File: config.mk
export PLATFORM = sky130hd
export DESIGN_NAME = aes_job_sched
export DESIGN_NICKNAME = d
export VERILOG_FILES = /design/src/rtl/aes_sched_pkg.sv /design/src/rtl/aes_job_sched_rr_arbiter.sv /design/src/rtl/aes_job_sched.sv
export SDC_FILE = /design/constraint.sdc
export NUM_CORES = 1
export LEC_CHECK = 0
export CAP_MARGIN = 10
export CORE_AREA = 2 2 613 615
export CTS_CLUSTER_DIAMETER = 40
export CTS_CLUSTER_SIZE = 8
export DETAILED_ROUTE_END_ITERATION = 16
export DIE_AREA = 0 0 615 617
export GPL_TIMING_DRIVEN = 0
export REMOVE_ABC_BUFFERS = 1
export SETUP_SLACK_MARGIN = 0.1
export SLEW_MARGIN = 20
export SYNTH_ARGS = -nofsm -noshare
export SYNTH_HDL_FRONTEND = slang
export SYNTH_SLANG_ARGS = --single-unit
File: constraint.sdc
create_clock -name clk -period 6.5 [get_ports clk]
set_input_delay 0.975 -clock clk [delete_from_list [all_inputs] [get_ports clk]]
set_output_delay 0.975 -clock clk [all_outputs]
set_load 0.02 [all_outputs]
File: src/rtl/aes_sched_pkg.sv
// Shared types and constants for the AES job scheduler: FSM state encoding,
// block width and the helpers used to size the phase counter.
package aes_sched_pkg;

   localparam int AES_BLK_W = 128;

   typedef enum logic [1:0] {
      IDLE,
      START,
      WAIT,
      RESP
   } state_t;

   function automatic int max_int(input int a, input int b);
      return (a > b) ? a : b;
   endfunction

   // The counter only ever reaches max_count-1, so clog2(max_count) bits suffice.
   function automatic int cnt_width(input int max_count);
      return (max_count < 2) ? 1 : $clog2(max_count);
   endfunction

endpackage

File: src/rtl/aes_job_sched_rr_arbiter.sv
// Combinational round-robin arbiter: the search starts just after ptr and wraps,
// so the previous winner has the lowest priority.
module rr_arbiter #(
   parameter int NUM_REQ = 4,
   parameter int ID_W    = 2
) (
   input  logic [NUM_REQ-1:0] req,
   input  logic [ID_W-1:0]    ptr,
   input  logic               enable,
   output logic [NUM_REQ-1:0] grant,
   output logic [ID_W-1:0]    grant_idx
);

   logic            found;
   logic [ID_W-1:0] idx;

   always_comb begin
      grant     = '0;
      grant_idx = '0;
      found     = 1'b0;
      idx       = '0;
      for (int i = 1; i <= NUM_REQ; i++) begin
         idx = ID_W'((int'(ptr) + i) % NUM_REQ);
         if (enable && !found && req[idx]) begin
            grant[idx] = 1'b1;
            grant_idx  = idx;
            found      = 1'b1;
         end
      end
   end

endmodule

File: src/rtl/aes_job_sched.sv
// Shares one AES-128 core between NUM_REQ requesters: arbitrates, pulses the
// core's start level, waits for done (or times out) and returns a tagged result.
module aes_job_sched
   import aes_sched_pkg::*;
#(
   parameter int NUM_REQ      = 4,
   parameter int ID_W         = 2,
   parameter int START_CYCLES = 3,
   parameter int TIMEOUT      = 64
) (
   input  logic                          clk,
   input  logic                          rst,
   input  logic [NUM_REQ-1:0]            req_valid,
   output logic [NUM_REQ-1:0]            req_ready,
   input  logic [NUM_REQ*AES_BLK_W-1:0]  req_data,
   input  logic [NUM_REQ*AES_BLK_W-1:0]  req_key,
   output logic                          core_start,
   output logic [AES_BLK_W-1:0]          core_data,
   output logic [AES_BLK_W-1:0]          core_key,
   input  logic                          core_done,
   input  logic [AES_BLK_W-1:0]          core_result,
   output logic                          rsp_valid,
   input  logic                          rsp_ready,
   output logic [ID_W-1:0]               rsp_id,
   output logic [AES_BLK_W-1:0]          rsp_data,
   output logic                          rsp_err,
   output logic                          busy
);

   localparam int CNT_W = cnt_width(max_int(START_CYCLES, TIMEOUT));

   state_t               state, state_next;
   logic [CNT_W-1:0]     cnt, cnt_next;
   logic [ID_W-1:0]      rr_ptr, rr_next;
   logic [ID_W-1:0]      job_id, job_next;
   logic                 start_next;
   logic [AES_BLK_W-1:0] data_next, key_next;
   logic                 valid_next;
   logic [ID_W-1:0]      id_next;
   logic [AES_BLK_W-1:0] rdata_next;
   logic                 err_next;
   logic [NUM_REQ-1:0]   grant;
   logic [ID_W-1:0]      grant_idx;

   // Grants are only offered in IDLE and never while reset is being applied.
   rr_arbiter #(
      .NUM_REQ (NUM_REQ),
      .ID_W    (ID_W)
   ) u_arb (
      .req       (req_valid),
      .ptr       (rr_ptr),
      .enable    ((state == IDLE) && !rst),
      .grant     (grant),
      .grant_idx (grant_idx)
   );

   assign req_ready = grant;
   assign busy      = (state != IDLE);

   // One shared counter times both the start pulse and the done timeout.
   always_comb begin
      state_next = state;
      cnt_next   = cnt;
      rr_next    = rr_ptr;
      job_next   = job_id;
      start_next = core_start;
      data_next  = core_data;
      key_next   = core_key;
      valid_next = rsp_valid;
      id_next    = rsp_id;
      rdata_next = rsp_data;
      err_next   = rsp_err;
      unique case (state)
         IDLE: begin
            if (|(req_valid & grant)) begin
               data_next  = req_data[int'(grant_idx)*AES_BLK_W +: AES_BLK_W];
               key_next   = req_key[int'(grant_idx)*AES_BLK_W +: AES_BLK_W];
               job_next   = grant_idx;
               rr_next    = grant_idx;
               start_next = 1'b1;
               cnt_next   = '0;
               state_next = START;
            end
         end
         START: begin
            if (cnt == CNT_W'(START_CYCLES - 1)) begin
               start_next = 1'b0;
               cnt_next   = '0;
               state_next = WAIT;
            end else begin
               cnt_next = cnt + CNT_W'(1);
            end
         end
         WAIT: begin
            // A done pulse on the final timeout cycle still counts as success.
            if (core_done) begin
               rdata_next = core_result;
               err_next   = 1'b0;
               id_next    = job_id;
               valid_next = 1'b1;
               state_next = RESP;
            end else if (cnt == CNT_W'(TIMEOUT - 1)) begin
               rdata_next = '0;
               err_next   = 1'b1;
               id_next    = job_id;
               valid_next = 1'b1;
               state_next = RESP;
            end else begin
               cnt_next = cnt + CNT_W'(1);
            end
         end
         RESP: begin
            if (rsp_ready) begin
               valid_next = 1'b0;
               state_next = IDLE;
            end
         end
         default: state_next = IDLE;
      endcase
   end

   always_ff @(posedge clk) begin
      if (rst) begin
         state      <= IDLE;
         cnt        <= '0;
         rr_ptr     <= ID_W'(NUM_REQ - 1);
         job_id     <= '0;
         core_start <= 1'b0;
         core_data  <= '0;
         core_key   <= '0;
         rsp_valid  <= 1'b0;
         rsp_id     <= '0;
         rsp_data   <= '0;
         rsp_err    <= 1'b0;
      end else begin
         state      <= state_next;
         cnt        <= cnt_next;
         rr_ptr     <= rr_next;
         job_id     <= job_next;
         core_start <= start_next;
         core_data  <= data_next;
         core_key   <= key_next;
         rsp_valid  <= valid_next;
         rsp_id     <= id_next;
         rsp_data   <= rdata_next;
         rsp_err    <= err_next;
      end
   end

endmodule

==> impl_metrics.ini, run 1 <==
[pwr]
seqPwrFrac_pct = 18.7
power_frac_comb_pct = 45.5
switching_power_mw = 7.09
powerDensity_mw_per_mm2 = 383
max-vdd-ir-drop_uv = 184
intPower_mw = 11.1
swShare_pct = 39.0
p_total_mw = 18.2
leakagePower_nw = 15.0
clkPwrFrac_pct = 35.8

[synth]
ys_seq_area_share_pct = 38.6
synthXorXnorAreaFrac_pct = 0
synth_simple_gate_area_share_pct = 16.3
synth_compound_area_share_pct = 11.2
synth_adder_area_share_pct = 0.901
avgSynthCellArea_sq_um = 9.60
synth_top_family_by_area = multiplexers
synth_seq_cells = 401
synth_edf_count = 0
synth_mux_area_share_pct = 28.4
syn-instance-count = 2170
netlist_area_sq_mm = 0.0208
ys_types = 52
yosys_warnings = 0
synth_ff_type = dfxtp_1
synth-async-reset-ratio_pct = 0

[sta]
fmax_ghz = 0.184
rsz0062_at_grt = false
tns_ns = 0
clock_skew_ns = 0.0747
setup_viol = 0
hold_violations = 0
slew_headroom_pct = 26.9
setup_slack_ns = 1.08
tightest_slew_ns = 1.09
period_needed_ns = 5.42
fin_crit_sh_pct = 83.5
slew_violations = 0

[worst_setup_path]
crit_type = reg -> out
cp_slowest_cell = dfxtp_1
path_cells = inv_1 -> ha_1 -> mux2_2 -> or3_4 -> a211oi_4 -> a221o_1 -> clkdlybuf4s50_1
slowest_delay_ns = 0.84
end_kind = primary output
reg2reg_slack_ns = 1.38
path_max_fanout = 18
critPathArrivalTime_ns = 4.45
cp-start-kind = flip-flop
required_ns = 5.52

[placed_design]
gp_congestion = 0.925
place_worst_setup_slack_ns = 1.02
hpwl_um = 278000
io_buffers = 1553
post_dp_cell_area_sq_mm = 0.0428

[floorplanning]
core_sq_mm = 0.374
initial_core_util_pct = 5.57
chipWidth_um = 615
die-area_sq_mm = 0.379
rows = 225
fp.dieH_um = 617
ioPinCount = 1554

[clock_tree]
clock_latency_ns = 0.82
numClockSinks = 401
cts_resized = 0
clockRootBuffer = clkbuf_16
clockBufferDepth = 4
cts_tree = yes
clk_pin_slew_ns = 0.04
cts_max_level = 4
cts_buffers = 135
post_cts_buffers = 0
hold_buffers = 0

[grt]
grt_most_used_layer = met2
use_met3_pct = 8.42
antenna_found_initial = 354
overflow = 0
first_global_vias = 24768
grt_pass1_wl_um = 365000
grt_util_met2_pct = 28.5
grt.met1_usage_pct = 15.2
track_usage_pct = 15.7
grt_max_degree = 95

[finish]
area_delta_synth_final_pct = 128
layout_common_cells = clkdlybuf4s50_1 (1544), nand2_1 (654), dfxtp_1 (401), a21oi_1 (393), mux4_2 (260)
n_fill_cell = 42595
regArea_sq_mm = 0.00803
final_common_cell = clkdlybuf4s50_1
fin_area_sq_mm = 0.0474
multi_input_comb_area_sq_mm = 0.0119
drive_gt1_share_pct = 14.3
nets = 4881

[drt]
via_count = 26540
wl_per_cell_um = 34.9
via_per_inst = 3.00
finalWirelength_um = 309000
drtAntennaViolNets = 0
drt-pass1-iter-count = 5
drc = 0
drtIter0Drc = 1788

[worst_hold_path]
hold_path_class = reg -> reg

[flow_run]
cap_viol_max_count = 0

[run_status]
status = completed
## metrics by stage
step / std cells / hold WS (ns) / util [%]
floorplan: 1964 / 0.456 / -
global placement: 8511 / 0.442 / 11.2
detailed placement: 8563 / 0.445 / 11.5
CTS: 8795 / 0.451 / 12.6
global route: 8820 / 0.465 / 12.7
finish: 8860 / 0.448 / 12.7
## Yosys cell counts, types with 2 or more instances
| master | instances | area share, % |
|---|---|---|
| a221oi_1 | 2 | 0.084 |
| nand2b_1 | 5 | 0.15 |
| buf_6 | 2 | 0.11 |
| nor2_1 | 15 | 0.27 |
| mux4_2 | 260 | 28 |
| nand2_1 | 656 | 12 |
| nor3_1 | 5 | 0.12 |
| buf_4 | 22 | 0.79 |
| buf_1 | 15 | 0.27 |
| clkbuf_1 | 120 | 2.2 |
| o31ai_1 | 3 | 0.11 |
| inv_1 | 9 | 0.16 |
| o21bai_1 | 3 | 0.11 |
| nand3_1 | 131 | 3.1 |
| o211ai_1 | 4 | 0.14 |
| nand3b_1 | 6 | 0.22 |
| a21oi_1 | 393 | 9.4 |
| buf_2 | 47 | 1.1 |
| o21ai_0 | 8 | 0.19 |
| or4_1 | 2 | 0.072 |
| a22oi_1 | 4 | 0.14 |
| nor2b_1 | 2 | 0.060 |
| and3_1 | 3 | 0.090 |
| ha_1 | 15 | 0.90 |
| dfxtp_1 | 401 | 39 |
| a221o_1 | 6 | 0.29 |
| a31oi_1 | 2 | 0.060 |
| mux2i_1 | 5 | 0.24 |
## cell families after synthesis
logic type               after synthesis
AND/OR/NAND/NOR                      834
AO/OA/AOI/OAI                        439
flip-flops                           401
multiplexers                         266
buffers and inverters                215
adder cells (fa/ha/maj)               15
## path summary, 6_finish.rpt
kind | start | endpoint | cells after the start
worst min-delay path | core_key[5]$_SDFFE_PP0P_ | core_key[5]$_SDFFE_PP0P_ | 2
worst min register to register | core_key[5]$_SDFFE_PP0P_ | core_key[5]$_SDFFE_PP0P_ | 2
worst max register to register | rr_ptr[0]$_SDFFE_PP1P_ | core_key[35]$_SDFFE_PP0P_ | 13
worst max-delay path | rr_ptr[0]$_SDFFE_PP1P_ | req_ready[3] | 7
## cell type report
type	count	area share [%]
Antenna cell	65	0.343
Clock buffer	185	8.12
Clock inverter	47	1.14
Inverter	9	0.0713
Multi-Input combinational cell	1554	25.1
Sequential cell	401	16.9
Tap cell	4994	13.2
Timing Repair Buffer	1605	35.1
## power by group through the flow
stage | Sequential, mW | Clock [mW] | Combinational, mW
after floorplan | 4.07 | 0 | 4.16
after global placement | 3.09 | 0 | 7.04
after detailed placement | 3.43 | 0 | 8.54
after CTS | 3.40 | 6.73 | 8.57
after global routing | 3.47 | 6.84 | 8.81
final | 3.40 | 6.50 | 8.27
## per-layer routing
| layer | up-vias | part of all wire, % |
|---|---|---|
| met5 | - | 0.38 |
| met4 | 174 | 4.6 |
| met3 | 793 | 12 |
| met2 | 1729 | 50 |
| met1 | 12806 | 33 |
| li1 | 11038 | - |
## state kept, by name (all words and copies together) (netlist names)
register / flops
core_data: 128
core_key: 128
rsp_data: 128
cnt: 6
job_id: 2
rr_ptr: 2
rsp_id: 2
state: 2
core_start: 1
rsp_err: 1
rsp_valid: 1
## critical path: cells and delay by family (launching register included)
kind / cells / cell delay (ns)
compound gates: 2 / 0.66
buf+inv: 2 / 0.96
flops: 1 / 0.84
fa+ha+maj: 1 / 0.49
simple gates: 1 / 0.37
mux: 1 / 0.37
No activity file was read; power rests on OpenSTA's default activity.
==> inputs of run 2 (changes only) <==
Clock period 6.5 ns to 5.1 ns, I/O delays scaled along.
==> run 2 against run 1 <==
Compared with the run above:
- first-iteration DRC count is 1.2% lower
- clock-buffer cell count stayed put
- clock skew hardly changed
- critical endpoint unchanged
- critical path depth stayed put
- largest power group unchanged
- largest cell class unchanged
- via count hardly changed
- clock power is 27% higher
- non-clock buffer count stayed put
- worst setup slack worse by 0.68 ns
==> impl_metrics.ini, run 2 (synthesis results as in run 1) <==
[pwr]
p_total_mw = 23.1
leakagePower_nw = 15.0
powerDensity_mw_per_mm2 = 488
max-vdd-ir-drop_uv = 235

[sta]
clock_skew_ns = 0.0749
slew_headroom_pct = 26.9
tightest_slew_ns = 1.09
fin_crit_sh_pct = 92.2
slew_violations = 0
setup_viol = 0
hold_violations = 0
fmax_ghz = 0.213
period_needed_ns = 4.70
rsz0062_at_grt = false

[clock_tree]
cts_max_level = 4
clk_pin_slew_ns = 0.04
numClockSinks = 401
cts_tree = yes
clockBufferDepth = 4
clock_latency_ns = 0.82
clockRootBuffer = clkbuf_16
cts_buffers = 135
hold_buffers = 0

[worst_setup_path]
crit_type = reg -> out
end_kind = primary output
reg2reg_slack_ns = 0.49
path_max_fanout = 18
rr_worst_depth = 13
slowest_delay_ns = 0.69
cp_slowest_cell = clkdlybuf4s50_1
required_ns = 4.34
r2r_end = core_key[35]$_SDFFE_PP0P_
r2r-start = rr_ptr[0]$_SDFFE_PP1P_
path_cells = inv_1 -> ha_1 -> mux2_2 -> or3_4 -> a211oi_4 -> a221o_1 -> clkdlybuf4s50_1
critPathArrivalTime_ns = 3.94
cp-start-kind = flip-flop

[finish]
reg_top3 = core_data (128), core_key (128), rsp_data (128)
final_common_cell = clkdlybuf4s50_1
nets = 4881
utilization_pct = 12.7
area_delta_synth_final_pct = 128
layout_common_cells = clkdlybuf4s50_1 (1544), nand2_1 (654), dfxtp_1 (399), a21oi_1 (393), mux4_2 (260)
drive_gt1_share_pct = 14.3

[placed_design]
gp_congestion = 0.925
hpwl_um = 278000
io_buffers = 1553

[grt]
grt_pass1_wl_um = 365000
antenna_found_initial = 354
first_global_vias = 24768
track_usage_pct = 15.7
overflow = 0
grt_max_degree = 95

[worst_hold_path]
hold_path.startpoint = rst
hold_path_class = in -> reg
holdPathEnd = rsp_data[117]$_SDFFE_PP0P_
min_path_cells = 2

[drt]
via_per_inst = 3.00
met1_length_um = 102000
drtAntennaViolNets = 0
drtIter0Drc = 1767
drc = 0
wl_met2_um = 156000
wl_per_cell_um = 34.9
finalWirelength_um = 309000
dr.max_layer_used = met5
via_count = 26546
drt-pass1-iter-count = 5
wl_met3_um = 36800

[floorplanning]
fp.dieH_um = 617
core_sq_mm = 0.374
chipWidth_um = 615
die-area_sq_mm = 0.379
ioPinCount = 1554
rows = 225
initial_core_util_pct = 5.57

[run_status]
status = completed

[flow_run]
cap_viol_max_count = 0
## run 2: changes by cell type in the layout (fill, tap and decap cells not counted)
| cell | before | now |
|---|---|---|
| dfxtp_1 | 401 | 399 |
| dfxtp_2 | 0 | 1 |
| dfxtp_4 | 0 | 1 |
| diode_2 | 65 | 66 |
## run 2: final cells by class
type                    instances  area [sq um]
fillers                     42598        326000
repair buffers               1605         16700
multi-input cells            1554         11900
flip-flops and latches        401          8030
well taps                    4994          6250
clock buffers                 185          3850
clock inverters                47           538
diodes                         66           165
inverters                       9          33.8
## run 2: worst max-delay path: cells and delay by family, from the launching register on
kind,cells,cell delay (ns)
AO/OA/AOI/OAI,2,0.66
adder cells (fa/ha/maj),1,0.44
buffers and inverters,2,0.86
flip-flops,1,0.49
multiplexers,1,0.37
AND/OR/NAND/NOR,1,0.36
## run 2: how the worst max path moves through the flow
stage	slack, ns	endpoint	cells after the start	from
2_1_floorplan	-8.33	core_data[0]$_SDFFE_PP0P_	8	rr_ptr[0]$_SDFFE_PP1P_
3_3_place_gp	-32.18	core_key[57]$_SDFFE_PP0P_	7	rst
3_5_place_dp	-0.17	core_key[35]$_SDFFE_PP0P_	12	req_valid[3]
4_1_cts	0.16	req_ready[3]	7	rr_ptr[0]$_SDFFE_PP1P_
5_1_grt	0.17	core_key[35]$_SDFFE_PP0P_	13	rr_ptr[0]$_SDFFE_PP1P_
6_report	0.40	req_ready[3]	7	rr_ptr[0]$_SDFFE_PP1P_
## run 2: timing repair
action,CTS,global route
setup endpoints to repair,41,41
setup buffers,0,0
gates resized for setup,1,2
## run 2: stage by stage
stage	instance area, sq um	setup TNS [ns]	setup WS (ns)	std cells	hold WS, ns
2_1_floorplan	19900	-2154.56	-8.33	1964	0.456
3_3_place_gp	41700	-9841.00	-32.18	8511	0.442
3_5_place_dp	42800	-3.19	-0.174	8563	0.445
4_1_cts	47200	0	0.158	8795	0.343
5_1_grt	47300	0	0.173	8820	0.391
6_report	47400	0	0.396	8861	0.432
## run 2: power breakdown
group          switching [mW]  internal (mW)  leakage [nW]  total, mW
clock network            2.70           5.58          2.15       8.28
logic                    5.92           4.62          9.64       10.5
registers               0.415           3.92          3.25       4.33
## run 2: metal layers
layer / vias to the layer above / track usage [%]
li1: 11039 / -
met1: 12820 / 15.2
met2: 1722 / 28.5
met3: 791 / 8.42
met4: 174 / 4.84
met5: - / 0
